### src/rtl/norm_pkg.sv
// Shared command encodings and default width for the shift/accumulate control unit and its datapath.
// Pure declarations: no logic, no latency, no flow control.
package norm_pkg;

  localparam int NORM_N = 8;

  typedef enum logic [1:0] {
    SH_HOLD  = 2'd0,
    SH_RIGHT = 2'd1,
    SH_LEFT  = 2'd2,
    SH_RSV   = 2'd3
  } sh_cmd_e;

  typedef enum logic [1:0] {
    ACC_RUN = 2'd0,
    ACC_CLR = 2'd1
  } acc_cmd_e;

endpackage

### src/rtl/norm_result_reg.sv
// Captures the normalised value once per reset and holds it on a valid/ack handshake.
// One edge from capture to res_valid; holds indefinitely until res_ack, never recaptures.
module norm_result_reg #(
  parameter int N = 8
) (
  input  logic         clock,
  input  logic         reset,
  input  logic         capture,
  input  logic [N-1:0] value,
  input  logic         zero,
  input  logic         res_ack,
  output logic [N-1:0] dout,
  output logic         res_zero,
  output logic         res_valid
);

  logic captured;

  always_ff @(posedge clock) begin
    if (reset) begin
      dout      <= '0;
      res_zero  <= 1'b0;
      res_valid <= 1'b0;
      captured  <= 1'b0;
    end else if (capture && !captured) begin
      dout      <= value;
      res_zero  <= zero;
      res_valid <= 1'b1;
      captured  <= 1'b1;
    end else if (res_valid && res_ack) begin
      res_valid <= 1'b0;
    end
  end

endmodule

### src/rtl/norm_shift_datapath.sv
// Left-normaliser driven by the control unit; k counts leading zeros, q is the live MSB.
// q/k reflect the register each edge; result held on valid/ack until the consumer accepts.
module norm_shift_datapath
  import norm_pkg::*;
#(
  parameter int N = NORM_N
) (
  input  logic         clock,
  input  logic         reset,
  input  logic [N-1:0] din,
  input  logic [1:0]   c_sh,
  input  logic [1:0]   c_acc,
  input  logic         cont,
  input  logic         ready,
  output logic [N-1:0] k,
  output logic         q,
  output logic [N-1:0] dout,
  output logic         res_zero,
  output logic         res_valid,
  input  logic         res_ack
);

  localparam logic [N-1:0] K_MAX = N'(N);

  logic [N-1:0] work;

  // Everything freezes once ready is high, mirroring the control unit's own gating.
  always_ff @(posedge clock) begin
    if (reset) begin
      work <= '0;
      k    <= '0;
    end else if (!ready) begin
      if (c_acc == ACC_CLR) begin
        k <= '0;
        if (c_sh == SH_LEFT) work <= din;
      end else if (c_acc == ACC_RUN && c_sh == SH_LEFT && cont) begin
        work <= work << 1;
        if (k < K_MAX) k <= k + N'(1);
      end else if (c_sh == SH_RIGHT) begin
        work <= work >> 1;
      end
    end
  end

  assign q = work[N-1];

  norm_result_reg #(.N(N)) u_result (
    .clock     (clock),
    .reset     (reset),
    .capture   (ready),
    .value     (work),
    .zero      (k == K_MAX),
    .res_ack   (res_ack),
    .dout      (dout),
    .res_zero  (res_zero),
    .res_valid (res_valid)
  );

endmodule

### config.mk
export PLATFORM = sky130hd
export DESIGN_NAME = norm_shift_datapath
export DESIGN_NICKNAME = d
export VERILOG_FILES = /design/src/rtl/norm_pkg.sv /design/src/rtl/norm_result_reg.sv /design/src/rtl/norm_shift_datapath.sv
export SDC_FILE = /design/constraint.sdc
export NUM_CORES = 1
export LEC_CHECK = 0
export CORE_ASPECT_RATIO = 1.25
export CORE_MARGIN = 1
export CORE_UTILIZATION = 35
export DETAILED_ROUTE_END_ITERATION = 10
export MAX_ROUTING_LAYER = met4
export PLACE_DENSITY = 0.67
export SLEW_MARGIN = 20
export SYNTH_ARGS = -nofsm -noshare
export SYNTH_HDL_FRONTEND = slang
export SYNTH_HIERARCHICAL = 1
export SYNTH_SLANG_ARGS = --single-unit
### constraint.sdc
create_clock -name clock -period 2.2 [get_ports clock]
set_input_delay 0.55 -clock clock [delete_from_list [all_inputs] [get_ports clock]]
set_output_delay 0.55 -clock clock [all_outputs]
set_load 0.05 [all_outputs]
==> flow_summary.toml <==
[logic_synthesis]
synth_edf_count = 0
yosys_most_used_dff = "dfxtp_1"
synth_async_sr_flop_share_pct = 0
syn_area_um2 = 1390
syn_inst = 153
synth-seq-area-share_pct = 38.9
synth-seq-cells = 27
synth.distinct_cells = 43
avgSynthCellArea_um2 = 9.08
ys_warn_count = 6
syn_nets = 172

[critical_path]
cp_max_fo = 6
max_stage_delay_ns = 0.84
cp_top_family = "buffers and inverters"
endpoint_kind = "output pin"
crit_chain = "clkdlybuf4s50_1"
slowest_stage = "clkdlybuf4s50_1"
required_ns = 1.65
crit_type = "reg -> out"
critPathArrivalTime_ns = 1.56
start_kind = "register"
crit_buf_inv = 1

[layout]
synthToLayoutAreaGrowth_pct = 35.2
diodes = 0
fin_area_um2 = 1880
final_common_cell = "clkdlybuf4s50_1"
seq_area_um2 = 541
fin_nets = 213
fill_cells = 370
fin_util_pct = 49.6
final_cell_mix = "clkdlybuf4s50_1 (35), dfxtp_1 (27), nand2b_1 (12), nor2_1 (11)"
drive_gt1_share_pct = 12.4
multi_input_comb_area_um2 = 764

[clock_tree]
cts_tree = "done"
cts.htree.levels = 1
clk_pin_slew_worst_paths_ns = 0.09
post_cts_buffers = 0
clock_sinks = 27
cts_made_buffers = 3
clk_path_buf_depth = 2
hold_buffers = 0
insertion_delay_ns = 0.27
post_cts_resized = 0
ctsRootBufferMaster = "clkbuf_8"

[detailed_routing]
drt-wirelength-per-cell_um = 13.0
drt_iter0_markers = 47
drc_errors = 0
routed_wl_um = 3200
ant_nets = 0
drtPass1Iterations = 4
vias_per_cell = 5.09
num_vias = 1257

[global_route]
grt_usage_pct = 16.1
grt_max_degree = 32
grt_pass1_wl_um = 5190
grt_overflow = 0
grt_pass1_vias = 1213
antenna_found_initial = 0

[run]
max-cap-violations = 0

[sta]
setup_tns_ns = 0
skew_ns = 0.00532
slew_violations = 0
min_period_ns = 2.11
worst_slew_pin_slew_ns = 0.502
timing_hold_violations_final = 0
timing.hold.ws_ns = 0.468
post-route-period-util_pct = 96.1
finalSetupViolCount = 0
slew_headroom_pct = 66.4
fmax_mhz = 473
grt_setup_unrepaired = "no"

[place]
io_buffers = 35
hpwl_um = 2400
dpl_cell_area_um2 = 1830
gp_congestion = 0.828

[floorplanning]
die_h_um = 72.4
row_count = 25
top_level_ports = 36
die_width_um = 58.3
die-area_um2 = 4230
core_um2 = 3780
start_util_pct = 36.7

[power]
p_per_area_nw_per_um2 = 516
peakVddDrop_mv = 0.239
leakagePower_nw = 0.661

[min_path]
hold_path.class = "reg -> reg"

[outcome]
status = "complete, no violations"
## synth_stat cells (2+ instances only)
cell type,n,share of area (%)
dfxtp_1,27,39
nand2b_1,12,5.4
nor2_1,11,3.0
nand4bb_1,9,7.3
o21ai_1,9,3.2
nand2_1,8,2.2
nor3_1,8,2.9
o21ai_0,8,2.9
a221oi_1,7,4.4
inv_1,6,1.6
nand2b_2,4,2.5
clkbuf_1,3,0.81
nand3_1,3,1.1
nand3b_1,3,1.6
buf_6,2,1.6
clkbuf_4,2,1.1
ha_1,2,1.8
nand4_1,2,0.90
nor2b_1,2,0.90
nor3b_1,2,1.1
## final timing paths
path	from	endpoint	slack, ns	cells after the start
worst max-delay path	k[2]	k[2]	0.09	1
worst min-delay path	u_result/res_zero	u_result/res_zero	0.47	2
worst max register to register	k[4]	k[1]	0.47	4
worst min register to register	u_result/res_zero	u_result/res_zero	0.47	2
## cell families (layout without fill, tap and decap cells)
| logic type | Yosys count | in the layout | synth area share (%) |
|---|---|---|---|
| flip-flops | 27 | 27 | 38.9 |
| AO/OA/AOI/OAI | 37 | 37 | 18.7 |
| adder cells (fa/ha/maj) | 2 | 2 | 1.80 |
| AND/OR/NAND/NOR | 72 | 72 | 34.5 |
| buffers and inverters | 15 | 55 | 6.04 |
## cell type report
| class | count | area share [%] |
|---|---|---|
| Multi-Input combinational cell | 111 | 40.7 |
| Sequential cell | 27 | 28.8 |
| Timing Repair Buffer | 45 | 23.3 |
| Tap cell | 54 | 3.60 |
| Clock buffer | 4 | 2.40 |
| Inverter | 6 | 1.20 |
## metal layers
metal	share of wire, %	vias to the layer above	global-route usage (%)
met1	43	583	18.7
met5	0	-	-
met4	0.63	0	5.29
li1	-	634	-
met2	51	38	28.2
met3	4.8	2	2.14
## registers in the layout, indices dropped and copies added (netlist names)
signal	cells
u_result/res_zero	1
u_result/res_valid	1
u_result/captured	1
u_result/dout	8
k	8
work	8
## stage by stage
| stage | power [mW] | cells | worst slack (ns) |
|---|---|---|---|
| 2_1_floorplan | 0.627 | 153 | 0.365 |
| 3_3_place_gp | 0.693 | 243 | -0.129 |
| 3_5_place_dp | 0.697 | 243 | -0.159 |
| 4_1_cts | 0.971 | 247 | 0.0799 |
| 5_1_grt | 1.00 | 247 | 0.0405 |
| 6_report | 0.970 | 247 | 0.0857 |
## where the power goes
part | total [mW] | internal (mW) | leakage [nW] | switching [mW]
clock network | 0.285 | 0.130 | 0.0228 | 0.155
logic | 0.167 | 0.0836 | 0.419 | 0.0835
registers | 0.518 | 0.503 | 0.219 | 0.0151
total | 0.970 | 0.717 | 0.661 | 0.253
No activity file was read; power rests on OpenSTA's default activity.
